<file path="config.mk">
export PLATFORM = sky130hd
export DESIGN_NAME = apu_sequencer
export DESIGN_NICKNAME = d
export VERILOG_FILES = /design/src/rtl/apu_sequencer.sv
export SDC_FILE = /design/constraint.sdc
export NUM_CORES = 1
export LEC_CHECK = 0
export BUFFER_PORTS_ARGS = -buffer_cell sky130_fd_sc_hd__buf_2
export CORE_MARGIN = 4
export CORE_UTILIZATION = 49
export CTS_CLUSTER_DIAMETER = 200
export CTS_CLUSTER_SIZE = 14
export DETAILED_ROUTE_END_ITERATION = 10
export GPL_TIMING_DRIVEN = 0
export HOLD_SLACK_MARGIN = 0.06
export PLACE_DENSITY = 0.88
export SLEW_MARGIN = 0
export SYNTH_ARGS = -nofsm -noshare
export SYNTH_HDL_FRONTEND = slang
export SYNTH_SLANG_ARGS = --single-unit
</file>
<file path="constraint.sdc">
create_clock -name i_clk -period 2.15 [get_ports i_clk]
set_clock_uncertainty 0.1 [all_clocks]
set_input_delay 0.43 -clock i_clk [delete_from_list [all_inputs] [get_ports i_clk]]
set_output_delay 0.43 -clock i_clk [all_outputs]
set_load 0.01 [all_outputs]
</file>
<file path="src/rtl/apu_sequencer.sv">
// Frame-locked command sequencer: walks a 24-bit song ROM and drives APU channel
// register writes, the mixer enable mask, frame waits and loop jumps.
module apu_sequencer #(
    parameter int                ADDR_W     = 10,
    parameter logic [ADDR_W-1:0] START_ADDR = '0,
    parameter int                WAIT_W     = 16
) (
    input  logic              i_clk,
    input  logic              i_rst_n,
    input  logic              i_start,
    input  logic              i_stop,
    input  logic              i_frame_pulse,
    output logic [ADDR_W-1:0] o_rom_addr,
    input  logic [23:0]       i_rom_data,
    output logic              o_wr_valid,
    input  logic              i_wr_ready,
    output logic [1:0]        o_wr_chan,
    output logic [1:0]        o_wr_reg,
    output logic [11:0]       o_wr_data,
    output logic [3:0]        o_mixer,
    output logic              o_busy,
    output logic [7:0]        o_loop_count,
    output logic [2:0]        o_dbg_state
);

    typedef enum logic [2:0] {
        S_IDLE   = 3'd0,
        S_FETCH  = 3'd1,
        S_DECODE = 3'd2,
        S_WRITE  = 3'd3,
        S_WAIT   = 3'd4
    } state_t;

    localparam logic [1:0] OP_WRITE = 2'b00;
    localparam logic [1:0] OP_WAIT  = 2'b01;
    localparam logic [1:0] OP_MIXER = 2'b10;

    state_t            state_q, state_d;
    logic [ADDR_W-1:0] pc_q, pc_d;
    logic [WAIT_W-1:0] wait_q, wait_d;
    logic              wr_valid_q, wr_valid_d;
    logic [1:0]        chan_q, chan_d;
    logic [1:0]        reg_q, reg_d;
    logic [11:0]       data_q, data_d;
    logic [3:0]        mixer_q, mixer_d;
    logic [7:0]        loop_q, loop_d;
    logic              stop_pend_q, stop_pend_d;

    logic [1:0]        op;
    logic              accept;
    logic              unused_rom;

    assign op     = i_rom_data[23:22];
    assign accept = wr_valid_q && i_wr_ready;
    // Field layout differs per opcode, so some ROM bits are don't-care.
    assign unused_rom = ^i_rom_data;

    always_ff @(posedge i_clk or negedge i_rst_n) begin
        if (!i_rst_n) begin
            state_q     <= S_IDLE;
            pc_q        <= START_ADDR;
            wait_q      <= '0;
            wr_valid_q  <= 1'b0;
            chan_q      <= '0;
            reg_q       <= '0;
            data_q      <= '0;
            mixer_q     <= '0;
            loop_q      <= '0;
            stop_pend_q <= 1'b0;
        end else begin
            state_q     <= state_d;
            pc_q        <= pc_d;
            wait_q      <= wait_d;
            wr_valid_q  <= wr_valid_d;
            chan_q      <= chan_d;
            reg_q       <= reg_d;
            data_q      <= data_d;
            mixer_q     <= mixer_d;
            loop_q      <= loop_d;
            stop_pend_q <= stop_pend_d;
        end
    end

    always_comb begin
        state_d     = state_q;
        pc_d        = pc_q;
        wait_d      = wait_q;
        wr_valid_d  = wr_valid_q;
        chan_d      = chan_q;
        reg_d       = reg_q;
        data_d      = data_q;
        mixer_d     = mixer_q;
        loop_d      = loop_q;
        stop_pend_d = stop_pend_q;

        case (state_q)
            S_IDLE: begin
                if (i_stop) begin
                    mixer_d = '0;
                    wait_d  = '0;
                end else if (i_start) begin
                    pc_d    = START_ADDR;
                    loop_d  = '0;
                    state_d = S_FETCH;
                end
            end
            S_FETCH: begin
                if (i_stop) begin
                    state_d = S_IDLE;
                    mixer_d = '0;
                    wait_d  = '0;
                end else begin
                    state_d = S_DECODE;
                end
            end
            S_DECODE: begin
                if (i_stop) begin
                    state_d = S_IDLE;
                    mixer_d = '0;
                    wait_d  = '0;
                end else begin
                    pc_d = pc_q + ADDR_W'(1);
                    case (op)
                        OP_WRITE: begin
                            chan_d     = i_rom_data[21:20];
                            reg_d      = i_rom_data[19:18];
                            data_d     = i_rom_data[11:0];
                            wr_valid_d = 1'b1;
                            state_d    = S_WRITE;
                        end
                        OP_WAIT: begin
                            if (i_rom_data[WAIT_W-1:0] == '0) begin
                                state_d = S_FETCH;
                            end else begin
                                wait_d  = i_rom_data[WAIT_W-1:0];
                                state_d = S_WAIT;
                            end
                        end
                        OP_MIXER: begin
                            mixer_d = i_rom_data[3:0];
                            state_d = S_FETCH;
                        end
                        default: begin
                            if (i_rom_data[21]) begin
                                state_d = S_IDLE;
                            end else begin
                                pc_d    = i_rom_data[ADDR_W-1:0];
                                loop_d  = (loop_q == 8'hFF) ? loop_q : loop_q + 8'd1;
                                state_d = S_FETCH;
                            end
                        end
                    endcase
                end
            end
            S_WRITE: begin
                // A stop here must wait for the handshake; valid never drops unaccepted.
                if (i_stop) begin
                    stop_pend_d = 1'b1;
                end
                if (accept) begin
                    wr_valid_d  = 1'b0;
                    stop_pend_d = 1'b0;
                    if (stop_pend_q || i_stop) begin
                        state_d = S_IDLE;
                        mixer_d = '0;
                        wait_d  = '0;
                    end else begin
                        state_d = S_FETCH;
                    end
                end
            end
            S_WAIT: begin
                if (i_stop) begin
                    state_d = S_IDLE;
                    mixer_d = '0;
                    wait_d  = '0;
                end else if (i_frame_pulse) begin
                    wait_d = wait_q - WAIT_W'(1);
                    if (wait_q == WAIT_W'(1)) begin
                        state_d = S_FETCH;
                    end
                end
            end
            default: begin
                state_d = S_IDLE;
            end
        endcase
    end

    assign o_rom_addr   = pc_q;
    assign o_wr_valid   = wr_valid_q;
    assign o_wr_chan    = chan_q;
    assign o_wr_reg     = reg_q;
    assign o_wr_data    = data_q;
    assign o_mixer      = mixer_q;
    assign o_busy       = (state_q != S_IDLE);
    assign o_loop_count = loop_q;
    assign o_dbg_state  = state_q;

endmodule
</file>
==> results of run 1 <==
timing repair:
item	4_1_cts	5_1_grt
endpoints found under the setup margin	32	37
cloned	0	0
buffers inserted	5	12
pin swaps	3	12
gates resized for setup	8	31
critical path, cell delays in order, from the launching register on:
cell and delay [ns]:
dfrtp_1 0.40, buf_6 0.15, o21ai_2 0.14, o21ai_2 0.09, a221o_1 0.29, buf_6 0.14
or4_4 0.60, o21ai_1 0.15
metrics by stage:
step	setup WS (ns)	setup TNS, ns	utilization	instance area [um^2]	hold WS (ns)
finish	0.00579	0	0.648	4210	0.0587
CTS	-0.00135	-0.00135	0.620	4030	0.210
floorplan	0.0329	0	-	3340	0.0344
detailed placement	-0.206	-4.44	0.582	3780	0.391
global route	-0.0666	-0.435	0.648	4210	0.104
global placement	-0.190	-3.26	0.582	3780	0.384
metal layers:
metal,part of all wire,global-route usage
met4,0.023,0.0893
met5,0,0
met1,0.41,0.312
met2,0.48,0.362
met3,0.088,0.0617
logic make-up after synthesis:
group	count (synthesis)	synth area share
AO/OA/AOI/OAI	123	0.228
adder cells (fa/ha/maj)	4	0.0150
buffers and inverters	31	0.0439
flip-flops	59	0.442
multiplexers	18	0.0690
XOR/XNOR	4	0.0105
AND/OR/NAND/NOR	113	0.191
placed cells by master, fill, tap and decap left out, types with 3 or more instances in the layout:
| cell type | instances |
|---|---|
| inv_1 | 11 |
| o21ai_2 | 7 |
| ha_1 | 4 |
| xnor2_1 | 4 |
| nand4_1 | 4 |
| nand3_1 | 12 |
| nor3_1 | 8 |
| mux2_2 | 8 |
| nor2_1 | 26 |
| mux2_4 | 8 |
| a31oi_1 | 6 |
| nand2b_1 | 6 |
| buf_2 | 73 |
| and3_1 | 6 |
| clkbuf_1 | 6 |
| a32oi_1 | 6 |
| nand2_1 | 17 |
| a21o_1 | 3 |
| a21oi_1 | 24 |
| o21ai_0 | 33 |
| o31ai_1 | 11 |
| dfrtp_1 | 57 |
| buf_6 | 4 |
| clkbuf_8 | 12 |
| nor4_1 | 5 |
| o21ai_1 | 6 |
| nor2b_1 | 3 |
| nor3b_1 | 3 |
| buf_4 | 19 |
| a22oi_1 | 6 |
| or3_1 | 6 |
where the power goes:
part / internal (mW) / switching (mW) / total (mW)
logic: 0.941 / 1.12 / 2.06
registers: 1.39 / 0.244 / 1.63
clock network: 0.503 / 0.427 / 0.930
total: 2.83 / 1.79 / 4.62
worst max-delay path by stage:
stage,startpoint,to,slack [ns],depth (start not counted)
CTS,wait_q[8],o_dbg_state[0],-0.001,5
finish,o_dbg_state[1],wait_q[5],0.006,7
detailed placement,o_dbg_state[0],wait_q[15],-0.21,7
global route,o_dbg_state[1],wait_q[5],-0.07,7
floorplan,o_dbg_state[0],o_wr_data[1],0.03,6
global placement,o_dbg_state[0],wait_q[14],-0.19,7
cell type report:
cell class / instances / area (um^2) / area share
Multi-Input combinational cell: 262 / 1830 / 0.435
Sequential cell: 59 / 1480 / 0.351
Timing Repair Buffer: 86 / 479 / 0.114
Clock buffer: 13 / 169 / 0.0401
Buffer: 18 / 106 / 0.0253
Tap cell: 77 / 96.3 / 0.0229
Inverter: 11 / 41.3 / 0.00980
Clock inverter: 2 / 10.0 / 0.00238
==> flow_metrics.tcl, run 1 <==
set metrics [dict create \
    status "finished clean" \
    synth_seq_cells 59 \
    rr_worst_depth 7 \
    track_usage 0.234 \
    synthCells 352 \
    n_antenna_cell 0 \
    initial_core_util 0.514 \
    end_kind "register" \
    power_density_nw_per_um2 1100 \
    yosys.area.top_type "dfrtp_1" \
    nNetsFinal 481 \
    core_area_um2 6490 \
    total_power_mw 4.62 \
    syn-cell-area_um2 3340 \
    maxCapViolations 0 \
    die_x_um 90.5 \
    rsz0062_at_grt "true" \
    place_inst 498 \
    synth_top_area_frac 0.442 \
    grt_pass1_vias 3147 \
    vdd_drop_max_mv 1.01 \
    worst-path-max-fanout 8 \
    synth.most_common_cell "dfrtp_1" \
    vias 3397 \
    grt_pass1_wl_mm 15.6 \
    io_pins 73 \
    synth_edf_count 0 \
    tightest_slew_ns 0.754 \
    setup_viol 0 \
    routed_wl_mm 10.0 \
    root_buffer "clkbuf_8" \
    clk_latency_ns 0.34 \
    synthTopCellsByCount "dfrtp_1, o21ai_0, nor2_1" \
    clk_pin_slew_ns 0.06 \
    cts_buffers 9 \
    overflow 0 \
    hp-class "in -> async" \
    clkSinkCount 59 \
    finalMaxSlewViolations 0 \
    die_area_um2 8190 \
    drive_above_1_share 0.344 \
    critPathLaunchType "register" \
    row_count 29 \
    max_slew_margin 0.498 \
    cts_tree "yes" \
    ys_seq_area_frac 0.442 \
    rr_startpoint "o_dbg_state[1]" \
    min_period_over_period 0.997 \
    grt_max_degree 60 \
    layout.cells.non_filler 528 \
    first_iter_violations 415 \
    hold_buffers 0 \
    dpl.hpwl_mm 6.60 \
    first_pass_iters 5 \
    largest_reg_flops 16 \
    regMostFlops "wait_q" \
    timing.rr.end "wait_q[5]" \
    grt_antenna_before_repair 0 \
    r2r_slack_ns 0.006 \
    path_class "reg -> reg" \
    synth.distinct_cells 56 \
    cts_buffer_depth 2 \
    finalCriticalPeriod_ns 2.14 \
    postRouteAntennaNets 0 \
    post_drt_via_cell_ratio 6.43 \
    drc 0 \
    synth_fp_nets 386 \
    synth_warnings 0 \
    synthToLayoutAreaGrowth_pct 26.2 \
    arrival_ns 2.30 \
    hold_viol 0 \
    portBuffers 69 \
    fill_cells 511 \
    fmax_mhz 466 \
    wire_per_inst_um 19.0 \
    async_reset_ff_frac 1.00 \
    place_congestion 0.902 \
    critPathRequiredTime_ns 2.31 \
    die_y_um 90.5 \
    synth.avg_cell_area_um2 9.48 \
    yosys-top-cells-area "dfrtp_1, o21ai_0, a21oi_1" \
    htreeDepth 3 \
    synth_flop_cell "dfrtp_1" \
    leakagePower_nw 2.00 \
]
Power figures use the tool's default switching activity.
==> run 2, diff against run 1 <==
- RECOVER_POWER: unset -> 25
==> flow_metrics.tcl, run 2 (same netlist as run 1, synthesis figures left out) <==
set metrics [dict create \
    clk_pin_slew_ns 0.06 \
    r2r_slack_ns 0.005 \
    grt_antenna_before_repair 0 \
    internal_power_mw 2.83 \
    combinationalPowerShare 0.445 \
    power_frac_clock 0.201 \
    root_buffer "clkbuf_8" \
    slowest_delay_ns 0.60 \
    die_area_um2 8190 \
    drc 0 \
    rr_startpoint "o_dbg_state[1]" \
    largest_reg_flops 16 \
    place_congestion 0.902 \
    grt_pass1_vias 3147 \
    dpl-instance-area_um2 3780 \
    first_pass_iters 5 \
    initial_core_util 0.514 \
    crit_buf_inv 2 \
    overflow 0 \
    row_count 29 \
    critPathLaunchType "register" \
    layout_setup_ws_ns 0.00499 \
    tightest_slew_ns 1.48 \
    crit_start "o_dbg_state[1]" \
    vias 3410 \
    track_usage 0.234 \
    p_switching_mw 1.79 \
    dpl.hpwl_mm 6.60 \
    p_seq_frac 0.353 \
    worst-path-max-fanout 8 \
    grt_max_degree 60 \
    nNetsFinal 481 \
    rsz0062_at_grt "true" \
    cts_buffer_depth 2 \
    layout_common_cells "buf_2, dfrtp_1, o21ai_0" \
    hp-class "in -> reg" \
    cts_tree "yes" \
    timing.rr.end "wait_q[5]" \
    whs_ns 0.224 \
    layout.cells.non_filler 528 \
    finalCriticalPeriod_ns 2.15 \
    hold_viol 0 \
    final_area_um2 4210 \
    min_from "i_rom_data[18]" \
    regMostFlops "wait_q" \
    rr_worst_depth 7 \
    wire_per_inst_um 19.0 \
    fill_cells 512 \
    layout_commonest_cell "buf_2" \
    cts_buffers 9 \
    drive_above_1_share 0.344 \
    status "finished clean" \
    worst-path-stages 7 \
    fmax_mhz 466 \
    power_density_nw_per_um2 1100 \
    die_x_um 90.5 \
    clk_latency_ns 0.34 \
    finalMaxSlewViolations 0 \
    arrival_ns 2.30 \
    routed_wl_mm 10.0 \
    critPathRequiredTime_ns 2.31 \
    path_cells "buf_6 -> o21ai_2 -> o21ai_2 -> a221o_1 -> buf_6 -> or4_4 -> o21ai_1" \
    place_inst 498 \
    total_power_mw 4.62 \
    grt_pass1_wl_mm 15.6 \
    cpLargestDelayFamily "compound AO/OA/AOI/OAI gates" \
    path_class "reg -> reg" \
    io_pins 73 \
    vdd_drop_max_mv 1.01 \
    max_slew_margin 0.0137 \
    first_iter_violations 415 \
    core_area_um2 6490 \
    htreeDepth 3 \
    crit_end "wait_q[5]" \
    netSwitchingFraction 0.387 \
    leakagePower_nw 2.00 \
    cp_slowest_cell "or4_4" \
    clkSinkCount 59 \
    post_drt_via_cell_ratio 6.46 \
    hold_buffers 0 \
    portBuffers 69 \
    end_kind "register" \
    min_period_over_period 0.998 \
    setup_tns_ns 0 \
    synthToLayoutAreaGrowth_pct 26.1 \
    die_y_um 90.5 \
    n_antenna_cell 0 \
    postRouteAntennaNets 0 \
    maxCapViolations 0 \
    fin_util 0.648 \
    preCtsSetupSlack_ns -0.206 \
    setup_viol 0 \
]
run 2: how the worst min path moves through the flow:
stage | to | slack, ns | depth (start not counted)
2_1_floorplan | o_dbg_state[0] | 0.03 | 0
3_3_place_gp | o_wr_chan[0] | 0.38 | 1
3_5_place_dp | o_wr_data[10] | 0.39 | 1
4_1_cts | o_wr_reg[0] | 0.21 | 2
5_1_grt | o_wr_reg[0] | 0.22 | 2
6_report | o_wr_reg[0] | 0.22 | 2
run 2: area by class of cell:
| cell class | count | area, um^2 | area share |
|---|---|---|---|
| inverters | 11 | 41.3 | 0.00981 |
| well taps | 77 | 96.3 | 0.0229 |
| flip-flops and latches | 59 | 1480 | 0.351 |
| clock inverters | 2 | 10.0 | 0.00238 |
| plain buffers | 18 | 106 | 0.0253 |
| repair buffers | 86 | 477 | 0.113 |
| clock buffers | 13 | 169 | 0.0401 |
| multi-input cells | 262 | 1830 | 0.435 |
run 2: repair_timing:
item                                    CTS  global route
cloned                                    0             0
pin swaps                                 3            12
resized for setup                         8            31
buffers inserted                          5            12
endpoints found under the setup margin   32            37
run 2: power groups by stage:
stage / combinational [mW] / clock, mW / sequential (mW)
2_1_floorplan: 1.04 / 0 / 1.71
3_3_place_gp: 1.66 / 0 / 1.62
3_5_place_dp: 1.71 / 0 / 1.64
4_1_cts: 1.80 / 0.945 / 1.62
5_1_grt: 2.22 / 1.00 / 1.67
6_report: 2.06 / 0.931 / 1.63
run 2: per-layer routing:
metal | routed length [um] | track usage | share of wire | vias to the layer above
li1 | - | - | - | 1505
met4 | 233 | 0.0893 | 0.023 | 0
met2 | 4840 | 0.362 | 0.48 | 210
met5 | 0 | 0 | 0 | -
met1 | 4070 | 0.312 | 0.41 | 1668
met3 | 895 | 0.0617 | 0.089 | 27
